===== src/rtl/msg_encoder.sv =====
// Order-entry message encoder: validates requests, queues them in a small FIFO and
// serialises them into fixed 168-bit frames, with heartbeat frames on idle.
module msg_encoder #(
   parameter int FIFO_DEPTH = 4,
   parameter int HB_IDLE    = 1000,
   parameter int PRICE_MIN  = 50,
   parameter int PRICE_MAX  = 149
) (
   input  logic         clk,
   input  logic         rst,
   input  logic         req_valid,
   output logic         req_ready,
   input  logic         req_side,
   input  logic [31:0]  req_price,
   input  logic [31:0]  req_qty,
   output logic [167:0] msg,
   output logic         msg_valid,
   input  logic         msg_ready,
   output logic         reject
);

   localparam int AW = (FIFO_DEPTH > 1) ? $clog2(FIFO_DEPTH) : 1;
   localparam logic [AW:0]   DEPTH_C = FIFO_DEPTH[AW:0];
   localparam logic [31:0]   PMIN    = PRICE_MIN[31:0];
   localparam logic [31:0]   PMAX    = PRICE_MAX[31:0];
   localparam logic [31:0]   HB_C    = HB_IDLE[31:0];
   localparam logic [7:0]    TYPE_ADD = 8'd0;
   localparam logic [7:0]    TYPE_HB  = 8'd1;

   function automatic logic req_ok(input logic [31:0] price, input logic [31:0] qty);
      return (qty != 32'd0) && (price >= PMIN) && (price <= PMAX);
   endfunction

   function automatic logic [167:0] build_frame(input logic [7:0] ftype, input logic [31:0] fseq,
                                                input logic fside, input logic [31:0] foid,
                                                input logic [31:0] fprice, input logic [31:0] fqty);
      return {24'd0, fqty, fprice, foid, 7'd0, fside, fseq, ftype};
   endfunction

   logic [64:0]   fifo_mem [FIFO_DEPTH];
   logic [AW-1:0] wr_ptr;
   logic [AW-1:0] rd_ptr;
   logic [AW:0]   count;
   logic [31:0]   seq;
   logic [31:0]   oid;
   logic [31:0]   idle;

   logic        full;
   logic        empty;
   logic        accept;
   logic        push;
   logic        pop;
   logic        out_free;
   logic        hb_load;
   logic [64:0] head;

   assign full      = (count == DEPTH_C);
   assign empty     = (count == '0);
   assign req_ready = !rst && !full;
   assign accept    = req_valid && req_ready;
   assign push      = accept && req_ok(req_price, req_qty);
   assign out_free  = !msg_valid || msg_ready;
   assign pop       = out_free && !empty;
   // A request handshake in the same cycle suppresses the heartbeat.
   assign hb_load   = out_free && empty && !accept && (idle == HB_C);
   assign head      = fifo_mem[rd_ptr];

   always_ff @(posedge clk) begin
      if (push) begin
         fifo_mem[wr_ptr] <= {req_side, req_price, req_qty};
      end
   end

   always_ff @(posedge clk) begin
      if (rst) begin
         wr_ptr    <= '0;
         rd_ptr    <= '0;
         count     <= '0;
         msg       <= '0;
         msg_valid <= 1'b0;
         reject    <= 1'b0;
         seq       <= '0;
         oid       <= '0;
         idle      <= '0;
      end else begin
         reject <= accept && !req_ok(req_price, req_qty);

         if (push) wr_ptr <= wr_ptr + AW'(1);
         if (pop)  rd_ptr <= rd_ptr + AW'(1);
         if (push && !pop)      count <= count + (AW+1)'(1);
         else if (!push && pop) count <= count - (AW+1)'(1);

         if (pop) begin
            msg       <= build_frame(TYPE_ADD, seq, head[64], oid, head[63:32], head[31:0]);
            msg_valid <= 1'b1;
            seq       <= seq + 32'd1;
            oid       <= oid + 32'd1;
         end else if (hb_load) begin
            msg       <= build_frame(TYPE_HB, seq, 1'b0, 32'd0, 32'd0, 32'd0);
            msg_valid <= 1'b1;
            seq       <= seq + 32'd1;
         end else if (msg_valid && msg_ready) begin
            msg_valid <= 1'b0;
         end

         if (hb_load)
            idle <= '0;
         else if (empty && !msg_valid && !accept)
            idle <= idle + 32'd1;
         else
            idle <= '0;
      end
   end

endmodule


===== config.mk =====
export PLATFORM = sky130hd
export DESIGN_NAME = msg_encoder
export DESIGN_NICKNAME = d
export VERILOG_FILES = /design/src/rtl/msg_encoder.sv
export SDC_FILE = /design/constraint.sdc
export NUM_CORES = 1
export LEC_CHECK = 0
export ABC_AREA = 1
export CORE_MARGIN = 1.5
export CORE_UTILIZATION = 61
export DETAILED_ROUTE_END_ITERATION = 12
export HOLD_SLACK_MARGIN = 0.08
export PLACE_DENSITY = 0.9
export RECOVER_POWER = 100
export SLEW_MARGIN = 20
export SYNTH_ARGS = -nofsm -noshare
export SYNTH_HDL_FRONTEND = slang
export SYNTH_SLANG_ARGS = --single-unit

===== constraint.sdc =====
create_clock -name clk -period 8.7 [get_ports clk]
set_input_delay 0.87 -clock clk [delete_from_list [all_inputs] [get_ports clk]]
set_output_delay 0.87 -clock clk [all_outputs]
set_load 0.02 [all_outputs]

Yosys cells after proc, flatten, opt, wreduce, memory -nomap -nowiden
Memory sizes are Yosys's and may differ from the RTL's. A register that Yosys moved wholly into a read port is not among the register bits. Cells that the tools add are included.

Flip-flop bits (word level): 235. RAM bits: 260. Bits of input ports: 69. Output and inout bits: 171. Word-level logic and storage cells: 67. Memories: 1.

Memories: fifo_mem (words 4, bits a word 65, read ports 1, clocked after memory_dff 1, write ports 1, RTL line 40) `logic [64:0] fifo_mem [FIFO_DEPTH];`.

Add/subtract/negate cells: 7. $lt $le $gt $ge: 2. Equality and inequality tests: 2. Muxes and demuxes: 13. Bitwise logic cells: 1. Reduce and logical (&&, ||, !) cells: 31.

Operators by type and width (number): 144-bit two-way mux (2); 32-bit by 1-bit adder with 32-bit output, second input constant (3); 32-bit two-way mux (2); 32-bit by 10-bit == test with 1-bit output, second input constant (1); 32-bit by 6-bit >= comparator with 1-bit output, second input constant (1); 32-bit by 8-bit less-or-equal comparator with 1-bit output, second input constant (1); 32-bit nonzero test (1); 1-bit logical AND (15); 1-bit logical NOT (8); 3-bit two-way mux (2); 1-bit two-way mux (5); 2-bit by 1-bit adder with 2-bit output, second input constant (2); 2-bit two-way mux (2); 2-bit nonzero test (2); 3-bit by 1-bit adder with 3-bit output, second input constant (1); 3-bit == test, second input constant (1); 3-bit logical NOT (1); 3-bit nonzero test (1); 3-bit OR reduction (1); 3-bit by 1-bit subtractor with 3-bit output, second input constant (1); 2-bit OR reduction (1); 1-bit logical OR (1); 1-bit NOT (1).

Depth between registers and ports, before layout
Gate-level depths: netlist of run 1.

Depth in word-level cells: 9. Depth in mapped cells: 15. Mapped depth without buffers: 15.

Least setup slack after synthesis of run 1
No wires, ideal clock.

Path kind: input to register. Start: input req_price[3]. End: memory fifo_mem[0][0], enable pin. Setup time: 489 ps. Data arrival time: 4395 ps. Data required time: 8211 ps. Slack: 3817 ps. Cell stages on the path: 6. Path buffers: 0. Cells stage by stage: or2_2 nand2_1 a21boi_0 nor2_1 nand3_1 nor2_1.

Longest elaborated chain between the ends: 6. Elaborated cells between the ends (all ways): 7. Those cells by class: 2 x order compare; 2 x mux; 3 x reduce/logical.

Ends and longest elaborated chain: from (decl) (RTL line 14) `input logic [31:0] req_price,`; 32-bit by 6-bit >= comparator with 1-bit output (RTL line 31) `return (qty != 32'd0) && (price >= PMIN) && (price <= PMAX);`; 1-bit logical AND (RTL line 31); 1-bit logical AND * (RTL line 31); 1-bit logical AND * (RTL line 61) `assign push = accept && req_ok(req_price, req_qty);`; 1-bit two-way mux * (RTL line 69) `if (push) begin`; 1-bit two-way mux (implied by the code) * (RTL line 70) `fifo_mem[wr_ptr] <= {req_side, req_price, req_qty};`; to (decl) (RTL line 40).

Every way passes the cells marked *; elsewhere a longest branch is shown, timed or not.

Worst setup path after layout of run 1
Start: input rst. End: register seq[0].

Longest elaborated chain between the ends: 7.

Ends and longest elaborated chain: from (decl) (RTL line 10) `input logic rst,`; 1-bit logical NOT (RTL line 59) `assign req_ready = !rst && !full;`; 1-bit logical AND (RTL line 59); 1-bit logical AND (RTL line 60) `assign accept = req_valid && req_ready;`; 1-bit logical NOT (RTL line 65) `assign hb_load = out_free && empty && !accept && (idle == HB_C);`; 1-bit logical AND (2 in a row) (RTL line 65); 2-bit nonzero test (no source line); to (signal assigned) (RTL line 96) `seq <= seq + 32'd1;`; to (signal assigned) (RTL line 101) `seq <= seq + 32'd1;`; to (decl) (RTL line 44) `logic [31:0] seq;`.

Several ways; a longest one is shown, not always the timed one. A chain may end at the register's enable or synchronous reset.

==> results of run 1 <==
[power breakdown]
part	switching [mW]	internal [mW]	total, mW
clock	0.895	1.20	2.09
combinational	1.41	0.750	2.16
sequential	0.181	2.72	2.90
[stage by stage]
step                      setup slack, ns  total power [mW]  instances  util, %  cell area (um2)
after floorplan                      3.82              4.37       2344        -            21300
after global placement               4.48              5.10       2848     67.3            23100
after detailed placement             4.34              5.17       2848     67.3            23100
after CTS                            4.79              7.26       2938     71.9            24700
after global routing                 2.30              7.49       2940     71.8            24700
final                                2.66              7.15       2947     71.8            24700
[cell families after synthesis]
| family | share of synthesized area [%] |
|---|---|
| and+or+nand+nor | 22.6 |
| buffers and inverters | 6.21 |
| AOI/OAI and AO/OA | 9.89 |
| other | 0.0177 |
| DFF | 59.2 |
| adders and majority gates | 0.626 |
| xor gates and xnor gates | 1.41 |
[worst max-delay path, cell delays in order]
cell,delay (ns)
clkbuf_1,2.09
inv_4,0.83
nand2_1,0.35
nor2_1,0.13
nor2_1,0.34
nand2_8,0.43
nand2_1,0.98
nand2_1,0.16
a21oi_1,0.19
[flip-flops by register name, indices dropped and copies added, names as in the netlist, named ones only]
register	flops
msg_valid	1
seq	32
oid	32
idle	32
rd_ptr	2
count	3
wr_ptr	2
msg	130
fifo_mem	260
reject	1
[synth_stat cells (3+ instances only)]
cell	instances	share of area, %
a21oi_1	201	4.7
buf_1	4	0.071
buf_2	45	1.1
buf_4	59	2.1
buf_6	4	0.21
clkbuf_1	52	0.92
dfxtp_1	237	22
edfxtp_1	260	37
ha_1	9	0.53
inv_1	98	1.7
inv_2	5	0.089
nand2_1	435	7.7
nand2_2	4	0.12
nand3_1	158	3.7
nand3b_1	40	1.4
nand4_1	19	0.56
nor2_1	420	7.4
nor2_2	10	0.30
nor3_1	26	0.61
nor3_2	4	0.19
nor3b_1	4	0.14
o21ai_0	89	2.1
o21ai_1	3	0.071
o32ai_1	65	2.7
or2_2	5	0.15
xnor2_1	14	0.58
xor2_1	20	0.83
[area by class of cell]
| class | instances | area (um2) | share of cell area [%] |
|---|---|---|---|
| Timing Repair Buffer | 213 | 2090 | 8.49 |
| Inverter | 104 | 397 | 1.61 |
| Tap cell | 455 | 569 | 2.31 |
| Multi-Input combinational cell | 1579 | 7450 | 30.2 |
| Clock inverter | 23 | 255 | 1.03 |
| Antenna cell | 9 | 22.5 | 0.0912 |
| Clock buffer | 67 | 1330 | 5.40 |
| Sequential cell | 497 | 12600 | 50.9 |
[cells in the final DEF (no fill, tap or decap), types with 11 or more instances in the layout]
| cell | instances |
|---|---|
| conb_1 | 38 |
| xnor2_1 | 14 |
| clkbuf_16 | 48 |
| nor3_1 | 29 |
| inv_1 | 98 |
| nand3b_1 | 40 |
| edfxtp_1 | 260 |
| nand2_1 | 437 |
| nor2_1 | 423 |
| o32ai_1 | 65 |
| dlygate4sd3_1 | 199 |
| a21oi_1 | 201 |
| dfxtp_1 | 235 |
| o21ai_0 | 90 |
| nand4_1 | 19 |
| nand3_1 | 158 |
| clkbuf_1 | 14 |
| clkinv_2 | 11 |
| xor2_1 | 20 |
[metal layers]
layer | vias up | GRT usage (%) | share of wire (%)
li1 | 8049 | - | -
met1 | 8111 | 36.0 | 39
met2 | 760 | 49.4 | 49
met3 | 148 | 5.73 | 8.1
met4 | 10 | 12.6 | 3.6
met5 | - | 0 | 0.14
[worst min-delay path by stage]
| stage | start | endpoint | slack (ns) | cells after the start |
|---|---|---|---|---|
| global placement | rd_ptr[1]$_SDFFE_PP0P_ | flop | 0.44 | 2 |
| CTS | rd_ptr[1]$_SDFFE_PP0P_ | flop | 0.46 | 2 |
| detailed placement | rd_ptr[1]$_SDFFE_PP0P_ | flop | 0.45 | 2 |
| global route | msg[112]$_SDFFE_PP0P_ | msg[112]$_SDFFE_PP0P_ | 0.49 | 2 |
| floorplan | idle[0]$_SDFF_PP0_ | idle[0]$_SDFF_PP0_ | 0.43 | 1 |
| finish | rd_ptr[1]$_SDFFE_PP0P_ | flop | 0.46 | 2 |
==> key figures, run 1 <==
Timing
  – Fin crit period: 6.04 ns
  – Clk_skew: 0.0221 ns
  – RSZ-0062 raised after global routing: false
  – Setup violations, final: 0
  – Slew margin rel.: -102%
  – Final hold violation count: 0
  – Final hold slack: ~0.46 ns
  – Setup TNS: 0 ns
  – Final Slew Violations: around 270
  – Period utilization: 69.5%
  – Worst-margin pin slew: 3.03 ns
  – Highest Clock Rate: 165 MHz

Clock network
  – Setup bufs post-CTS: 0
  – Hold_buf cts: 0
  – Clk Latency, worst-skew pair: 0.59 ns
  – CTS Buf Count: 48
  – Clock slew at reported path FFs: 0.06 ns
  – CTS Buffer Depth: 3
  – CTS root buffer: clkbuf_16
  – CTS tree: built
  – Sink Count: 497
  – Post-cts resize count: 0
  – Htree depth: 2

Setup path
  – CP Launch Type: input port
  – Crit Path Max Fanout: between 80 and 90
  – Worst setup path endpoint: seq[0]$_SDFFE_PP0P_
  – Critical path arrival: 6.51 ns
  – Crit path from: rst
  – Worst r2r dst: msg[113]$_SDFFE_PP0P_
  – WP data required: around 9 ns
  – Setup CP Type: in2reg
  – R2r worst-path depth: 7
  – Reg2Reg Setup Slack: a little under 4 ns
  – R2r startpoint: count[1]$_SDFFE_PP0P_
  – Critical Path End Type: flop

Final layout
  – Fill count: 2424
  – Layout cell share with drive strength beyond 1: 4.63%
  – Nets: about 2500
  – Area grow syn2layout: 16.5%

Placed design
  – IO Port Bufs: approximately 200
  – Gp weighted congestion: 0.926
  – DP HPWL: 31600 um

Floorplan
  – Overall die width: 189 um
  – Starting density of the core: roughly 60%
  – # rows: between 60 and 70
  – Core Region: 0.0344 mm2
  – DIE AREA: 0.0359 mm2
  – Die H: about 190 um
  – Ports: 240

Routing
  – DRC Markers: 0
  – First drt pass iteration count: 6
  – Vias post-DR: 17100
  – Final wirelength: 51900 um
  – 1st-iter DRT viols: 1727
  – WL per Instance: ~18 um
  – Detail Route Antenna Nets: 0
  – Vias per inst: 5.80

Synth
  – Post-synth ARST share: 0%
  – Post-Synthesis Cell Area: 0.0212 mm2
  – Seq/Total Area, Yosys: 59.2%
  – Post-synthesis cell type count: 40
  – Post-Synthesis Cells: 2307
  – Average size of a mapped cell: 9.19 um2
  – Post-synth EDFFs: 260
  – Yosys warning total: 0
  – Seq cells post-synth: between 400 and 500
  – Ys flop type: edfxtp_1

GRT
  – Vias in the first global route: 16800
  – First-pass GRT wire length: 83800 um
  – Gr usage total: 29.0%
  – Initial antenna violation count: 9
  – Largest net degree at the start of global routing: roughly 130
  – GR Overflow Total: 0

Power and ir drop
  – Worst vdd ir: 225 uV
  – Leakage: slightly below 9 nW
  – PD cells: about 290 mW/mm2

Run status
  – Failing checks: max-capacitance violations, max-slew violations
  – Status: finished, violations left

Hold path
  – HP Class: reg2reg

Flow run
  – Max Cap Viol: 6
No activity file was read; power rests on OpenSTA's default activity.
==> run 2: changes to the inputs <==
--- a/config.mk
+++ b/config.mk
@@ -7,10 +7,10 @@
 export LEC_CHECK = 0
 export ABC_AREA = 1
 export CORE_MARGIN = 1.5
-export CORE_UTILIZATION = 61
+export CORE_UTILIZATION = 56
 export DETAILED_ROUTE_END_ITERATION = 12
 export HOLD_SLACK_MARGIN = 0.08
-export PLACE_DENSITY = 0.9
+export PLACE_DENSITY = 0.84
 export RECOVER_POWER = 100
 export SLEW_MARGIN = 20
 export SYNTH_ARGS = -nofsm -noshare
==> constraint.sdc (replaced) <==
create_clock -name clk -period 5.8 [get_ports clk]
set_input_delay 0.58 -clock clk [delete_from_list [all_inputs] [get_ports clk]]
set_output_delay 0.58 -clock clk [all_outputs]
set_load 0.02 [all_outputs]
==> key figures, run 2 (same netlist as run 1, synthesis figures left out) <==
Timing
  – Final hold violation count: 0 (unchanged)
  – Final Slew Violations: 198 (-26%)
  – Highest Clock Rate: 241 MHz
  – RSZ-0062 raised after global routing: false
  – Slew margin rel.: -34.1% (+68 points)
  – Setup TNS: 0 ns (unchanged)
  – Final hold slack: 0.461 ns (+0.00157 ns)
  – Setup violations, final: 0 (unchanged)
  – Worst-margin pin slew: 2.01 ns (-1.02 ns)
  – Period utilization: 71.6%
  – Clk_skew: 0.0150 ns (-0.00710 ns)
  – Fin crit period: 4.15 ns

Final layout
  – Fill count: 2878 (+19%)
  – Max reg flops: 260 (unchanged)
  – Most common cell after layout, fill and taps aside: nand2_1
  – Largest registers: fifo_mem x260, msg x130
  – Most frequent cells in the layout: nand2_1 (436), nor2_1 (422), edfxtp_1 (260)
  – Layout cell share with drive strength beyond 1: 4.95% (+0.32 points)
  – Util after Layout: 66.6% (-5.2 points)
  – Nets: 2524 (+0.079%)
  – Final instance area: 0.0250 mm2 (+1.1%)
  – Largest Register: fifo_mem
  – Area grow syn2layout: 17.8%

GRT
  – First-pass GRT wire length: 81300 um (-3.0%)
  – Vias in the first global route: 16400 (-2.5%)
  – Initial antenna violation count: 10 (+1)
  – GR Overflow Total: 0 (unchanged)
  – Largest net degree at the start of global routing: 155 (+18%)
  – Gr usage total: 26.0% (-3.0 points)

Routing
  – DRC Markers: 0 (unchanged)
  – Final wirelength: 51300 um (-1.3%)
  – WL per Instance: 17.1 um (-3.2%)
  – Vias per inst: 5.63 (-2.9%)
  – 1st-iter DRT viols: 1175 (-32%)
  – Detail Route Antenna Nets: 0 (unchanged)
  – Vias post-DR: 16900 (-1.0%)
  – First drt pass iteration count: 6 (unchanged)

Power and ir drop
  – Worst vdd ir: 408 uV (+81%)
  – Pwr Total: 11.0 mW (+54%)
  – PD cells: 440 mW/mm2 (+52%)
  – Leakage: 8.84 nW (+1.0%)

Hold path
  – WHS Path Cells: 2 (unchanged)
  – Startpoint of the worst hold path: rd_ptr[1]$_SDFFE_PP0P_
  – HP Class: reg2reg

Floorplan
  – Die H: 198 um (+4.3%)
  – DIE AREA: 0.0390 mm2 (+8.8%)
  – Ports: 240 (unchanged)
  – Starting density of the core: 56.5% (-5.1 points)
  – Core Region: 0.0375 mm2 (+9.1%)
  – # rows: 71 (+4.4%)
  – Overall die width: 198 um (+4.3%)

Run status
  – Failing checks: max-capacitance violations, max-slew violations
  – Status: finished, violations left

Setup path
  – CP Launch Type: input port
  – Critical Path End Type: flop
  – R2r startpoint: count[1]$_SDFFE_PP0P_
  – Critical path arrival: 4.36 ns (-2.15 ns)
  – WP data required: 6.01 ns (-3.16 ns)
  – R2r worst-path depth: 7 (unchanged)
  – Reg2Reg Setup Slack: 1.92 ns (-1.96 ns)
  – Setup CP Type: in2reg
  – Worst r2r dst: msg[117]$_SDFFE_PP0P_
  – Crit Path Max Fanout: 52 (-41%)

Placed design
  – IO Port Bufs: 201 (unchanged)
  – Gp weighted congestion: 0.918 (-0.89%)
  – DP HPWL: 30000 um (-5.0%)
  – Placed Area: 0.0232 mm2 (+0.40%)

Clock network
  – CTS Buf Count: 49 (+2.1%)
  – Hold_buf cts: 0 (unchanged)
  – Setup bufs post-CTS: 0 (unchanged)
  – CTS root buffer: clkbuf_16
  – Htree depth: 2 (unchanged)
  – Sink Count: 497 (unchanged)
  – Clk Latency, worst-skew pair: 0.59 ns (about the same)
  – CTS Buffer Depth: 3 (unchanged)
  – CTS tree: built
  – Post-cts resize count: 0 (unchanged)
  – Clock slew at reported path FFs: 0.06 ns (about the same)

Flow run
  – Max Cap Viol: 4 (-2)
run 2: changes by cell type in the layout (fill, tap and decap cells not counted), sizes merged:
cell      before  now
bufinv         4    6
clkbuf        70   72
clkinv        16   14
clkinvlp       2    4
inv          105  103
run 2: worst max path at each step:
| stage | startpoint | end | cells past startpoint |
|---|---|---|---|
| 6_report | req_price[24] | fifo_mem[3][23]$_DFFE_PP_ | 9 |
| 5_1_grt | msg_ready | msg[117]$_SDFFE_PP0P_ | 8 |
| 4_1_cts | req_price[27] | fifo_mem[3][21]$_DFFE_PP_ | 9 |
| 3_5_place_dp | req_price[31] | fifo_mem[3][17]$_DFFE_PP_ | 9 |
| 3_3_place_gp | req_price[31] | fifo_mem[3][17]$_DFFE_PP_ | 9 |
| 2_1_floorplan | req_price[3] | fifo_mem[0][0]$_DFFE_PP_ | 6 |
run 2: power breakdown:
group	internal [mW]	switching (mW)
clock network	2.04	1.35
registers	4.08	0.228
logic	1.14	2.15
total	7.26	3.74
run 2: metrics by stage:
stage          std cells  worst slack (ns)
2_1_floorplan       2344              1.21
3_3_place_gp        2905              1.86
3_5_place_dp        2905              1.83
4_1_cts             2996              2.45
5_1_grt             2999              1.42
6_report            3005              1.65
run 2: critical path, stage by stage:
cell	delay [ns]
dlygate4sd3_1	0.59
nor2_1	0.17
nand2_1	0.08
nor2_1	0.21
nand3_1	0.17
nor2_1	0.20
nand3_1	0.39
nor2_1	1.13
buf_4	0.78
run 2: area by class of cell:
| cell class | instances | area [um2] | share of cell area, % |
|---|---|---|---|
| timing repair buffer | 214 | 2120 | 8.48 |
| clock buffer | 68 | 1460 | 5.86 |
| sequential | 497 | 12600 | 50.3 |
| antenna | 9 | 22.5 | 0.0902 |
| inverter | 104 | 395 | 1.58 |
| clock inverter | 23 | 294 | 1.18 |
| tap | 511 | 639 | 2.56 |
| multi-input combinational | 1579 | 7470 | 29.9 |
run 2: metal layers:
| layer | part of all wire [%] | up-vias | GRT usage [%] |
|---|---|---|---|
| met3 | 7.5 | 108 | 5.26 |
| met1 | 41 | 8095 | 32.1 |
| met4 | 2.7 | 6 | 10.5 |
| met2 | 49 | 640 | 44.6 |
| met5 | 0.090 | - | 0 |
| li1 | - | 8055 | - |
